`config.mk`:
```
export PLATFORM = sky130hd
export DESIGN_NAME = temp_sensor_reader
export DESIGN_NICKNAME = d
export VERILOG_FILES = /design/src/rtl/temp_sensor_reader.sv
export SDC_FILE = /design/constraint.sdc
export NUM_CORES = 1
export LEC_CHECK = 0
export CAP_MARGIN = 10
export CORE_AREA = 5 5 75 77
export CTS_BUF_LIST = sky130_fd_sc_hd__clkbuf_2 sky130_fd_sc_hd__clkbuf_4 sky130_fd_sc_hd__clkbuf_8
export DETAILED_ROUTE_END_ITERATION = 10
export DIE_AREA = 0 0 80 82
export DONT_BUFFER_PORTS = 1
export PLACE_DENSITY = 0.74
export SLEW_MARGIN = 0
export SYNTH_ARGS = -nofsm -noshare
export SYNTH_HDL_FRONTEND = slang
export SYNTH_SLANG_ARGS = --single-unit
```
`constraint.sdc`:
```
create_clock -name clk -period 3.81 [get_ports clk]
set_input_delay 0.762 -clock clk [delete_from_list [all_inputs] [get_ports clk]]
set_output_delay 0.762 -clock clk [all_outputs]
set_load 0.01 [all_outputs]
```
`src/rtl/temp_sensor_reader.sv`:
```
// temp_sensor_reader
//   Polls two serial 8-bit temperature sensors (geothermal, room) over a
//   shared SCLK/SDI bus with separate active-low chip selects. Both readings
//   and the room>geothermal flag are updated together once per conversion,
//   marked by a one-cycle sample_valid_o strobe. Conversions start either
//   periodically (every SAMPLE_PERIOD clk cycles) or from a start_i pulse.
//
//   Optional build macro: SENSOR_PARITY_EN
//     defined   -> 9-bit frames (8 data MSB first + even parity bit); a bad
//                  frame from either sensor rejects both readings and pulses
//                  parity_err_o instead of sample_valid_o.
//     undefined -> 8-bit frames, parity_err_o tied to 0.
//
// Ports
//   clk, rst               system clock, synchronous active-high reset
//   start_i                one-cycle request for an immediate conversion
//   sdi_i                  serial data from the selected sensor, MSB first
//   sclk_o                 serial clock, idles low
//   cs_geo_n_o, cs_room_n_o  sensor selects, active low, never both low
//   geothermal_o, room_temp_o  last accepted readings (unsigned)
//   temp_g_geothermal_o    room_temp_o > geothermal_o, registered
//   sample_valid_o         one-cycle pulse when the readings update
//   busy_o                 high from the first setup cycle through UPDATE
//   parity_err_o           one-cycle pulse on a rejected conversion
module temp_sensor_reader #(
  parameter int CLK_DIV       = 4,
  parameter int SAMPLE_PERIOD = 1000
) (
  input  logic       clk,
  input  logic       rst,
  input  logic       start_i,
  input  logic       sdi_i,
  output logic       sclk_o,
  output logic       cs_geo_n_o,
  output logic       cs_room_n_o,
  output logic [7:0] geothermal_o,
  output logic [7:0] room_temp_o,
  output logic       temp_g_geothermal_o,
  output logic       sample_valid_o,
  output logic       busy_o,
  output logic       parity_err_o
);

`ifdef SENSOR_PARITY_EN
  localparam int NB = 9;
`else
  localparam int NB = 8;
`endif
  localparam int PW = (SAMPLE_PERIOD > 2) ? $clog2(SAMPLE_PERIOD) : 1;

  typedef enum logic [2:0] {
    IDLE, GEO_SETUP, GEO_SHIFT, GAP, ROOM_SETUP, ROOM_SHIFT, UPDATE
  } state_t;

  state_t          state_q, state_d;
  logic [7:0]      div_q, div_d;     // clk count inside one CLK_DIV phase
  logic            half_q, half_d;   // 0: sclk high half, 1: sclk low half
  logic [3:0]      bit_q, bit_d;     // bit index within the frame
  logic [PW-1:0]   per_q;
  logic [NB-1:0]   geo_sr_q, room_sr_q;
  logic [7:0]      geo_q, room_q;
  logic            gt_q, sv_q;

  logic wrap, div_last, sclk_d, sclk_rise, conv_done, frames_ok;

  assign wrap     = (per_q == PW'(SAMPLE_PERIOD - 1));
  assign div_last = (div_q == 8'(CLK_DIV - 1));

  always_comb begin
    state_d = state_q;
    div_d   = div_q;
    half_d  = half_q;
    bit_d   = bit_q;
    case (state_q)
      IDLE: begin
        // start and wrap on the same cycle collapse into one conversion
        if (start_i || wrap) begin
          state_d = GEO_SETUP;
          div_d   = '0;
        end
      end
      GEO_SETUP, ROOM_SETUP: begin
        if (div_last) begin
          state_d = (state_q == GEO_SETUP) ? GEO_SHIFT : ROOM_SHIFT;
          div_d   = '0;
          half_d  = 1'b0;
          bit_d   = '0;
        end else begin
          div_d = div_q + 8'd1;
        end
      end
      GEO_SHIFT, ROOM_SHIFT: begin
        if (div_last) begin
          div_d = '0;
          if (!half_q) begin
            half_d = 1'b1;
          end else begin
            half_d = 1'b0;
            if (bit_q == 4'(NB - 1))
              state_d = (state_q == GEO_SHIFT) ? GAP : UPDATE;
            else
              bit_d = bit_q + 4'd1;
          end
        end else begin
          div_d = div_q + 8'd1;
        end
      end
      GAP: begin
        if (div_last) begin
          state_d = ROOM_SETUP;
          div_d   = '0;
        end else begin
          div_d = div_q + 8'd1;
        end
      end
      UPDATE:  state_d = IDLE;
      default: state_d = IDLE;
    endcase
  end

  // Bus pins decode straight from registered state, so reset/abort takes
  // effect on the very next edge.
  assign sclk_o      = ((state_q == GEO_SHIFT) || (state_q == ROOM_SHIFT)) && !half_q;
  assign cs_geo_n_o  = !((state_q == GEO_SETUP) || (state_q == GEO_SHIFT));
  assign cs_room_n_o = !((state_q == ROOM_SETUP) || (state_q == ROOM_SHIFT));
  assign busy_o      = (state_q != IDLE);

  // sdi is captured on the clk edge that raises sclk.
  assign sclk_d    = ((state_d == GEO_SHIFT) || (state_d == ROOM_SHIFT)) && !half_d;
  assign sclk_rise = sclk_d && !sclk_o;
  assign conv_done = (state_q == ROOM_SHIFT) && (state_d == UPDATE);

`ifdef SENSOR_PARITY_EN
  logic pe_q;
  assign frames_ok    = !(^geo_sr_q) && !(^room_sr_q);
  assign parity_err_o = pe_q;
  always_ff @(posedge clk) begin
    if (rst) pe_q <= 1'b0;
    else     pe_q <= conv_done && !frames_ok;
  end
`else
  assign frames_ok    = 1'b1;
  assign parity_err_o = 1'b0;
`endif

  always_ff @(posedge clk) begin
    if (rst) begin
      state_q   <= IDLE;
      div_q     <= '0;
      half_q    <= 1'b0;
      bit_q     <= '0;
      per_q     <= '0;
      geo_sr_q  <= '0;
      room_sr_q <= '0;
      geo_q     <= '0;
      room_q    <= '0;
      gt_q      <= 1'b0;
      sv_q      <= 1'b0;
    end else begin
      state_q <= state_d;
      div_q   <= div_d;
      half_q  <= half_d;
      bit_q   <= bit_d;
      per_q   <= wrap ? '0 : per_q + PW'(1);
      if (sclk_rise && (state_d == GEO_SHIFT))
        geo_sr_q <= {geo_sr_q[NB-2:0], sdi_i};
      if (sclk_rise && (state_d == ROOM_SHIFT))
        room_sr_q <= {room_sr_q[NB-2:0], sdi_i};
      // Load on the edge into UPDATE so the strobe sits in the UPDATE cycle;
      // the flag uses only the two fresh readings.
      sv_q <= conv_done && frames_ok;
      if (conv_done && frames_ok) begin
        geo_q  <= geo_sr_q[NB-1 -: 8];
        room_q <= room_sr_q[NB-1 -: 8];
        gt_q   <= (room_sr_q[NB-1 -: 8] > geo_sr_q[NB-1 -: 8]);
      end
    end
  end

  assign geothermal_o        = geo_q;
  assign room_temp_o         = room_q;
  assign temp_g_geothermal_o = gt_q;
  assign sample_valid_o      = sv_q;

endmodule

```
==> results.py, run 1 <==
metrics = {
    "synth": {
        "ys_seq_area_share_pct": 42.7,
        "synthesis.nets": 341,
        "ys_warn_count": 0,
        "synth_ff_type": "dfxtp_1",
        "syn-mean-instance-area_sq_um": 8.65,
        "synth_top_area_cell": "dfxtp_1",
        "ys_top_cells_by_count": "64 x nor2_1, 60 x dfxtp_1, 26 x mux2i_1",
        "synth_most_common_cell": "nor2_1",
        "yosys.area.top_type_share_pct": 42.7,
        "ys_ff_latch": 60,
        "async_flop_share_pct": 0,
        "syn-instance-count": 325,
        "synthTopCellsByArea": "dfxtp_1 43%, mux2i_1 9.3%, nor2_1 8.5%",
        "ys_types": 47,
        "synth_edf_count": 0,
        "synthesis.area_sq_um": 2810,
    },
    "clock_network": {
        "path_clk_slew_ns": 0.07,
        "cts_tree": "yes",
        "cts_made_buffers": 9,
        "clk_latency_ns": 0.33,
        "cts_max_path_buffers": 2,
        "postCtsSetupBuffers": 0,
        "clockRootBuffer": "clkbuf_8",
        "hold_buffers": 0,
        "ctsResizeCount": 0,
        "htreeDepth": 3,
        "cts.sinks": 60,
    },
    "worst_setup_path": {
        "path_cells": "ha_1 > nor3b_1 > and2_1 > inv_2 > ha_1 > nand2_1 > o21ai_0 > o22ai_1 > a311oi_4 > mux2i_1 > nor2_1",
        "cp-end-kind": "register",
        "worstPathRequired_ns": 4.03,
        "worstSetupPathType": "register to register",
        "critPathTopFamily": "compound AO/OA/AOI/OAI gates",
        "cp_common_cell": "ha_1",
        "startpoint_type": "register",
        "max_stage_delay_ns": 0.56,
        "critPathArrivalTime_ns": 3.27,
        "path_buf_inv": 1,
        "path_max_fanout": 9,
        "cp_slowest_cell": "a311oi_4",
    },
    "timing": {
        "hold_violations": 0,
        "clock_skew_ns": 0.00655,
        "rsz0062_at_grt": "no",
        "worst_slack_ns": 0.764,
        "maxSlewViolCount": 0,
        "clock.fmax_mhz": 328,
        "finalCriticalPeriod_ns": 3.05,
        "finalSetupViolCount": 0,
        "fin_tns_setup_ns": 0,
        "slew_headroom_pct": 55.3,
        "fin_crit_sh_pct": 79.9,
        "worstMarginPinSlew_ns": 0.669,
    },
    "global_route": {
        "grt_pass1_wl_microns": 8750,
        "track_usage_pct": 17.2,
        "grt_pass1_vias": 1952,
        "grt_antenna_before_repair": 0,
        "grt_max_degree": 45,
        "gr-total-overflow": 0,
    },
    "routing": {
        "drt_first_iter_violations": 116,
        "wl_microns": 5160,
        "wl_per_cell_microns": 13.1,
        "first_pass_iters": 4,
        "drc": 0,
        "num_vias": 2149,
        "via_per_inst": 5.47,
        "postRouteAntennaNets": 0,
    },
    "cells_and_area": {
        "final_cells": 393,
        "nNetsFinal": 336,
        "area_growth_pct": 6.94,
        "antenna_cells": 0,
        "drive_above_1_share_pct": 7.43,
    },
    "power": {
        "power_per_cell_area_nw_per_um2": 400,
        "leakage_nw": 1.20,
        "ir_drop_uv": 253,
    },
    "floorplanning": {
        "start_util_pct": 56.9,
        "dieArea_sq_um": 6560,
        "rows": 26,
        "core_sq_um": 4940,
        "die_x_microns": 80,
        "io_pins": 27,
        "fp.dieH_microns": 82,
    },
    "placed_design": {
        "place_inst": 379,
        "preCtsSetupSlack_ns": 0.798,
        "port_buffers": 0,
        "dp_hpwl_microns": 3600,
        "gp_congestion": 0.879,
    },
    "run_status": {
        "outcome": "complete, no violations",
    },
    "worst_hold_path": {
        "hold_path.class": "register to register",
    },
    "job": {
        "maxCapViolations": 0,
    },
}
## sequential cells by signal, summed over array words and instances (netlist names)
register and count:
per_q 10, div_q 8, geo_sr_q 8, geothermal_o 8, room_sr_q 8, room_temp_o 8, bit_q 4, state_q 3
half_q 1, sample_valid_o 1, temp_g_geothermal_o 1
## per-layer routing
metal	GRT usage, %	part of all wire, %	up-vias
met4	11.0	1.8	0
met5	0	0	-
met3	4.61	4.8	8
li1	-	-	1101
met1	20.6	46	1001
met2	27.2	47	39
## layout make-up
| cell class | count | area (sq um) |
|---|---|---|
| Sequential cell | 60 | 1200 |
| Inverter | 14 | 52.6 |
| Fill cell | 451 | 1940 |
| Timing Repair Buffer | 1 | 7.51 |
| Clock inverter | 2 | 10.0 |
| Clock buffer | 12 | 165 |
| Tap cell | 70 | 87.6 |
| Multi-Input combinational cell | 234 | 1480 |
## metrics by stage
step | hold slack [ns] | utilization [%] | power, mW | area, sq um
6_report | 0.469 | 60.8 | 1.20 | 3010
5_1_grt | 0.479 | 60.8 | 1.25 | 3010
4_1_cts | 0.478 | 60.8 | 1.21 | 3010
3_5_place_dp | 0.461 | 57.3 | 0.709 | 2830
3_3_place_gp | 0.447 | 57.3 | 0.708 | 2830
2_1_floorplan | 0.430 | - | 0.708 | 2810
## layout by cell type, fill, tap and decap left out, types with 9 or more instances in the layout
| cell type | synthesis | final |
|---|---|---|
| a21oi_1 | 20 | 20 |
| nor2_1 | 64 | 64 |
| dfxtp_1 | 60 | 60 |
| nand2_1 | 20 | 20 |
| ha_1 | 12 | 12 |
| xor2_1 | 9 | 9 |
| inv_1 | 13 | 13 |
| nand3_1 | 10 | 10 |
| o21ai_0 | 9 | 9 |
| clkbuf_8 | 0 | 12 |
| mux2i_1 | 26 | 26 |
## final timing paths
kind,endpoint,from,slack (ns),cells past startpoint
setup reg to reg,room_sr_q[1],div_q[0],0.76,11
hold / removal,per_q[0],per_q[0],0.47,1
setup / recovery,room_sr_q[1],div_q[0],0.76,11
hold reg to reg,per_q[0],per_q[0],0.47,1
## kinds of logic after synthesis
kind of cell	share of synthesized area [%]
and+or+nand+nor	21.8
DFF	42.7
AOI/OAI and AO/OA	11.8
buffers and inverters	4.54
muxes	9.25
xor gates and xnor gates	4.36
adders and majority gates	5.34
other	0.133
## power by group
| group | switching (mW) | internal [mW] |
|---|---|---|
| sequential | 0.0120 | 0.634 |
| combinational | 0.0279 | 0.0210 |
| clock | 0.227 | 0.280 |
Note: power is estimated with default switching activity, not from simulation.
==> inputs of run 2 (changes only) <==
Settings changed: CORE_AREA 5 5 75 77 to 5 5 76 78, DIE_AREA 0 0 80 82 to 0 0 81 83, PLACE_DENSITY 0.74 to 0.75.
Clock period 3.81 ns to 2.8 ns, I/O delays scaled along.
==> run 2 against run 1 <==
Against the previous run: non-clock buffer count increased by 3; wire length increased by 5.3%; total power increased by 44%; register-to-register slack got worse by 0.53 ns; core utilization increased by 0.68 points; cell count increased by 1.3%; clock power increased by 54%; sequential cell count unchanged; worst hold slack got worse by 0.17 ns; critical path type unchanged.
==> results.py, run 2 (synthesis results as in run 1) <==
metrics = {
    "routing": {
        "wl_microns": 5440,
        "postRouteAntennaNets": 0,
        "first_pass_iters": 4,
        "via_per_inst": 5.45,
        "num_vias": 2168,
        "drc": 0,
        "drt_first_iter_violations": 111,
        "wl_per_cell_microns": 13.7,
    },
    "cells_and_area": {
        "area_growth_pct": 9.56,
        "final_cells": 398,
        "regMostFlops": "per_q",
        "nNetsFinal": 339,
        "stdcell_area_sq_um": 3080,
        "layout_commonest_cell": "nor2_1",
        "drive_above_1_share_pct": 10.4,
        "antenna_cells": 0,
        "largest_register_ffs": 10,
        "final_cell_mix": "64 x nor2_1, 58 x dfxtp_1, 26 x mux2i_1, 20 x nand2_1, 20 x a21oi_1",
    },
    "placed_design": {
        "place_inst": 382,
        "dp_hpwl_microns": 3790,
        "postPlaceCellArea_sq_um": 2860,
        "preCtsSetupSlack_ns": -0.00454,
        "gp_congestion": 0.860,
        "port_buffers": 0,
    },
    "timing": {
        "fin_crit_sh_pct": 91.6,
        "clock_skew_ns": 0.00696,
        "hold_violations": 0,
        "worstMarginPinSlew_ns": 0.634,
        "clock.fmax_mhz": 390,
        "finalCriticalPeriod_ns": 2.56,
        "rsz0062_at_grt": "no",
        "slew_headroom_pct": 57.7,
        "finalSetupViolCount": 0,
        "maxSlewViolCount": 0,
        "worst_slack_ns": 0.236,
        "worst_hold_slack_ns": 0.296,
    },
    "clock_network": {
        "hold_buffers": 0,
        "clk_latency_ns": 0.33,
        "clockRootBuffer": "clkbuf_8",
        "cts_made_buffers": 9,
        "path_clk_slew_ns": 0.07,
        "cts_max_path_buffers": 2,
        "postCtsSetupBuffers": 0,
        "cts_tree": "yes",
        "htreeDepth": 3,
        "cts.sinks": 60,
    },
    "worst_setup_path": {
        "startpoint_type": "register",
        "critPathArrivalTime_ns": 2.79,
        "worstSetupPathType": "register to register",
        "cp-end-kind": "register",
        "reg2reg_setup_slack_ns": 0.24,
        "path_max_fanout": 8,
        "worstPathRequired_ns": 3.03,
    },
    "floorplanning": {
        "fp.dieH_microns": 83,
        "dieArea_sq_um": 6720,
        "core_sq_um": 5010,
        "die_x_microns": 81,
        "io_pins": 27,
        "start_util_pct": 56.1,
        "rows": 26,
    },
    "global_route": {
        "met1_usage_pct": 21.9,
        "grt_pass1_wl_microns": 9500,
        "grt_pass1_vias": 2060,
        "gr-total-overflow": 0,
        "use_met3_pct": 5.52,
        "grt_max_degree": 45,
        "busiest_layer": "met2",
        "grt_antenna_before_repair": 0,
        "grt_use_met2_pct": 27.9,
        "track_usage_pct": 17.8,
    },
    "power": {
        "total_power_mw": 1.73,
        "ir_drop_uv": 421,
        "leakage_nw": 1.24,
        "power_per_cell_area_nw_per_um2": 562,
    },
    "worst_hold_path": {
        "hold_path.class": "input pin to register",
    },
    "job": {
        "maxCapViolations": 0,
    },
    "run_status": {
        "outcome": "complete, no violations",
    },
}
-- run 2: changes by cell type in the layout (fill, tap and decap cells not counted), moves of 2 or more --
cell      previous run  this run
dfxtp_2              0         2
buf_4                1         3
dfxtp_1             60        58
clkbuf_4             0         2
clkbuf_8            12        10
-- run 2: report_power, final --
group / switching (mW) / internal, mW / total (mW)
Combinational: 0.0396 / 0.0294 / 0.0690
Clock: 0.328 / 0.454 / 0.782
Sequential: 0.0170 / 0.863 / 0.880
Total: 0.385 / 1.35 / 1.73
-- run 2: path summary, 6_finish.rpt --
| path | to | cells past startpoint | start |
|---|---|---|---|
| worst max-delay path | geo_sr_q[6] | 10 | div_q[2] |
| worst min-delay path | state_q[1] | 1 | rst |
| worst max register to register | geo_sr_q[6] | 10 | div_q[2] |
| worst min register to register | per_q[0] | 1 | per_q[0] |
-- run 2: cell type report --
| cell class | count | area, sq um |
|---|---|---|
| Clock buffer | 12 | 153 |
| Clock inverter | 4 | 48.8 |
| Fill cell | 460 | 1930 |
| Inverter | 14 | 52.6 |
| Multi-Input combinational cell | 234 | 1500 |
| Sequential cell | 60 | 1200 |
| Tap cell | 70 | 87.6 |
| Timing Repair Buffer | 4 | 33.8 |
-- run 2: metal layers --
| layer | part of all wire, % | vias up |
|---|---|---|
| li1 | - | 1107 |
| met1 | 45 | 1018 |
| met2 | 49 | 33 |
| met3 | 4.2 | 10 |
| met4 | 1.8 | 0 |
| met5 | 0 | - |
-- run 2: what timing repair did --
action,4_1_cts,5_1_grt
pin swaps,0,1
endpoints found under the setup margin,8,16
gates resized for setup,1,7
-- run 2: worst max-delay path, stage by stage, from the launching register on --
cell and delay [ns]:
dfxtp_1 0.38, nor4_2 0.39, and2_1 0.22, inv_2 0.06
ha_1 0.30, nand2_1 0.07, mux2i_1 0.14, o22ai_1 0.15
or3_4 0.48, mux2i_1 0.21, nor2_1 0.05
-- run 2: through the flow --
stage / util, % / TNS [ns]
2_1_floorplan: - / 0
3_3_place_gp: 57.0 / 0
3_5_place_dp: 57.0 / -0.00454
4_1_cts: 61.1 / 0
5_1_grt: 61.5 / 0
6_report: 61.5 / 0
==> inputs of run 3 (changes only) <==
Settings changed: PLACE_DENSITY 0.75 to 0.82.
==> run 3 against run 2 <==
Against the previous run: critical path depth increased by 2; core utilization decreased by 0.75 points; sequential power about the same; critical endpoint is now room_sr_q[0]; setup slack improved by 0.010 ns; worst hold slack about the same; first-iteration DRC count decreased by 41%; cell area decreased by 1.2%; register-to-register slack about the same; non-clock buffer count unchanged; die area unchanged; largest power group unchanged; total power decreased by 6.7%.
==> results.py, run 3 (synthesis results as in run 1) <==
metrics = {
    "worst_setup_path": {
        "critPathTopFamily": "compound AO/OA/AOI/OAI gates",
        "path_max_fanout": 8,
        "worstPathRequired_ns": 3.03,
        "path_buf_inv": 2,
        "critPathArrivalTime_ns": 2.78,
        "max_stage_delay_ns": 0.38,
        "cp_slowest_cell": "dfxtp_1",
        "r2r-start": "div_q[1]",
        "path_cells": "ha_2 > nor3b_4 > and2_1 > inv_2 > ha_1 > nand2_1 > o21ai_0 > o22ai_1 > a311oi_4 > buf_6 > mux2i_1 > nor2_1",
        "setup.worst_path.start": "div_q[1]",
        "cp-end-kind": "register",
        "worstSetupPathType": "register to register",
        "startpoint_type": "register",
    },
    "floorplanning": {
        "dieArea_sq_um": 6720,
        "core_sq_um": 5010,
        "start_util_pct": 56.1,
        "rows": 26,
        "die_x_microns": 81,
        "fp.dieH_microns": 83,
        "io_pins": 27,
    },
    "power": {
        "ir_drop_uv": 338,
        "p_int_mw": 1.25,
        "switching_power_mw": 0.367,
        "clkPwrFrac_pct": 41.2,
        "power_per_cell_area_nw_per_um2": 530,
        "p_comb_share_pct": 4.5,
        "leakage_nw": 1.21,
        "switching_share_pct": 22.7,
        "total_power_mw": 1.61,
        "p_seq_share_pct": 54.3,
    },
    "worst_hold_path": {
        "hold_start": "rst",
        "hold_path.class": "input pin to register",
    },
    "timing": {
        "finalSetupViolCount": 0,
        "worstMarginPinSlew_ns": 0.551,
        "rsz0062_at_grt": "no",
        "finalCriticalPeriod_ns": 2.55,
        "clock_skew_ns": 0.00620,
        "clock.fmax_mhz": 392,
        "fin_crit_sh_pct": 91.2,
        "hold_violations": 0,
        "worst_hold_slack_ns": 0.296,
        "maxSlewViolCount": 0,
        "slew_headroom_pct": 62.9,
    },
    "placed_design": {
        "gp_congestion": 0.804,
        "port_buffers": 0,
        "dp_hpwl_microns": 3720,
        "postPlaceCellArea_sq_um": 2860,
    },
    "clock_network": {
        "cts.sinks": 60,
        "hold_buffers": 0,
        "clk_latency_ns": 0.33,
        "cts_max_path_buffers": 2,
        "cts_made_buffers": 9,
        "cts_tree": "yes",
        "clockRootBuffer": "clkbuf_8",
        "htreeDepth": 3,
        "path_clk_slew_ns": 0.06,
    },
    "global_route": {
        "grt_antenna_before_repair": 0,
        "gr-total-overflow": 0,
        "grt_pass1_vias": 2067,
        "grt_max_degree": 45,
        "track_usage_pct": 16.8,
        "grt_pass1_wl_microns": 9020,
    },
    "routing": {
        "via_per_inst": 5.49,
        "wl_per_cell_microns": 13.6,
        "num_vias": 2176,
        "first_pass_iters": 4,
        "postRouteAntennaNets": 0,
        "drt_first_iter_violations": 66,
        "drc": 0,
        "wl_microns": 5380,
    },
    "cells_and_area": {
        "final_cell_mix": "64 x nor2_1, 59 x dfxtp_1, 26 x mux2i_1, 20 x nand2_1, 20 x a21oi_1",
        "nNetsFinal": 339,
        "largest_register_ffs": 10,
        "regMostFlops": "per_q",
        "antenna_cells": 0,
        "stdcell_area_sq_um": 3040,
        "layout_commonest_cell": "nor2_1",
        "final_util_pct": 60.8,
        "area_growth_pct": 8.23,
        "drive_above_1_share_pct": 9.51,
    },
    "run_status": {
        "outcome": "complete, no violations",
    },
    "job": {
        "maxCapViolations": 0,
    },
}
-- run 3: changes by cell type in the layout (fill, tap and decap cells not counted) --
cell,delta
bufinv_16,-1
clkinv_2,-1
clkinv_4,-1
clkinvlp_4,+1
dfxtp_1,+1
dfxtp_2,-1
o21ai_0,+1
o21ai_1,-1
-- run 3: power groups by stage --
stage	combinational, mW	clock [mW]	sequential, mW
floorplan	0.0732	0	0.890
global placement	0.0702	0	0.894
detailed placement	0.0719	0	0.895
CTS	0.0725	0.678	0.876
global route	0.0806	0.717	0.878
finish	0.0727	0.665	0.877
-- run 3: per-layer routing --
metal	wire (microns)	global-route usage, %	up-vias
li1	-	-	1110
met1	2350	19.1	1022
met5	0	0	-
met2	2630	28.0	32
met4	113	8.45	0
met3	283	4.87	12
-- run 3: worst reg2reg max path: cells and delay by family (launching register included) --
family	cells	cell delay [ns]
muxes	1	0.21
AOI/OAI and AO/OA	3	0.55
DFF	1	0.38
and+or+nand+nor	4	0.53
buffers and inverters	2	0.27
adders and majority gates	2	0.52
-- run 3: path summary, 6_finish.rpt --
kind                  endpoint  slack (ns)  depth (start not counted)
setup reg to reg  room_sr_q[0]        0.25                         12
setup / recovery  room_sr_q[0]        0.25                         12
hold / removal        per_q[2]        0.30                          1
hold reg to reg       per_q[0]        0.47                          1
-- run 3: repair_timing --
| action | in CTS | in global routing |
|---|---|---|
| endpoints found under the setup margin | 8 | 16 |
| setup buffers | 0 | 0 |
| gates resized for setup | 1 | 5 |
-- run 3: layout make-up --
type / instances / area (sq um)
sequential: 60 / 1200
clock buffer: 12 / 153
fill: 431 / 1970
timing repair buffer: 4 / 33.8
multi-input combinational: 234 / 1500
tap: 70 / 87.6
inverter: 14 / 52.6
clock inverter: 2 / 12.5
-- run 3: stage by stage --
stage                     setup WS, ns  cells  TNS, ns
after floorplan                 0.0641    325        0
after global placement           0.121    382        0
after detailed placement       -0.0652    382   -0.240
after CTS                       0.0792    396        0
after global routing            0.0406    396        0
final                            0.246    396        0
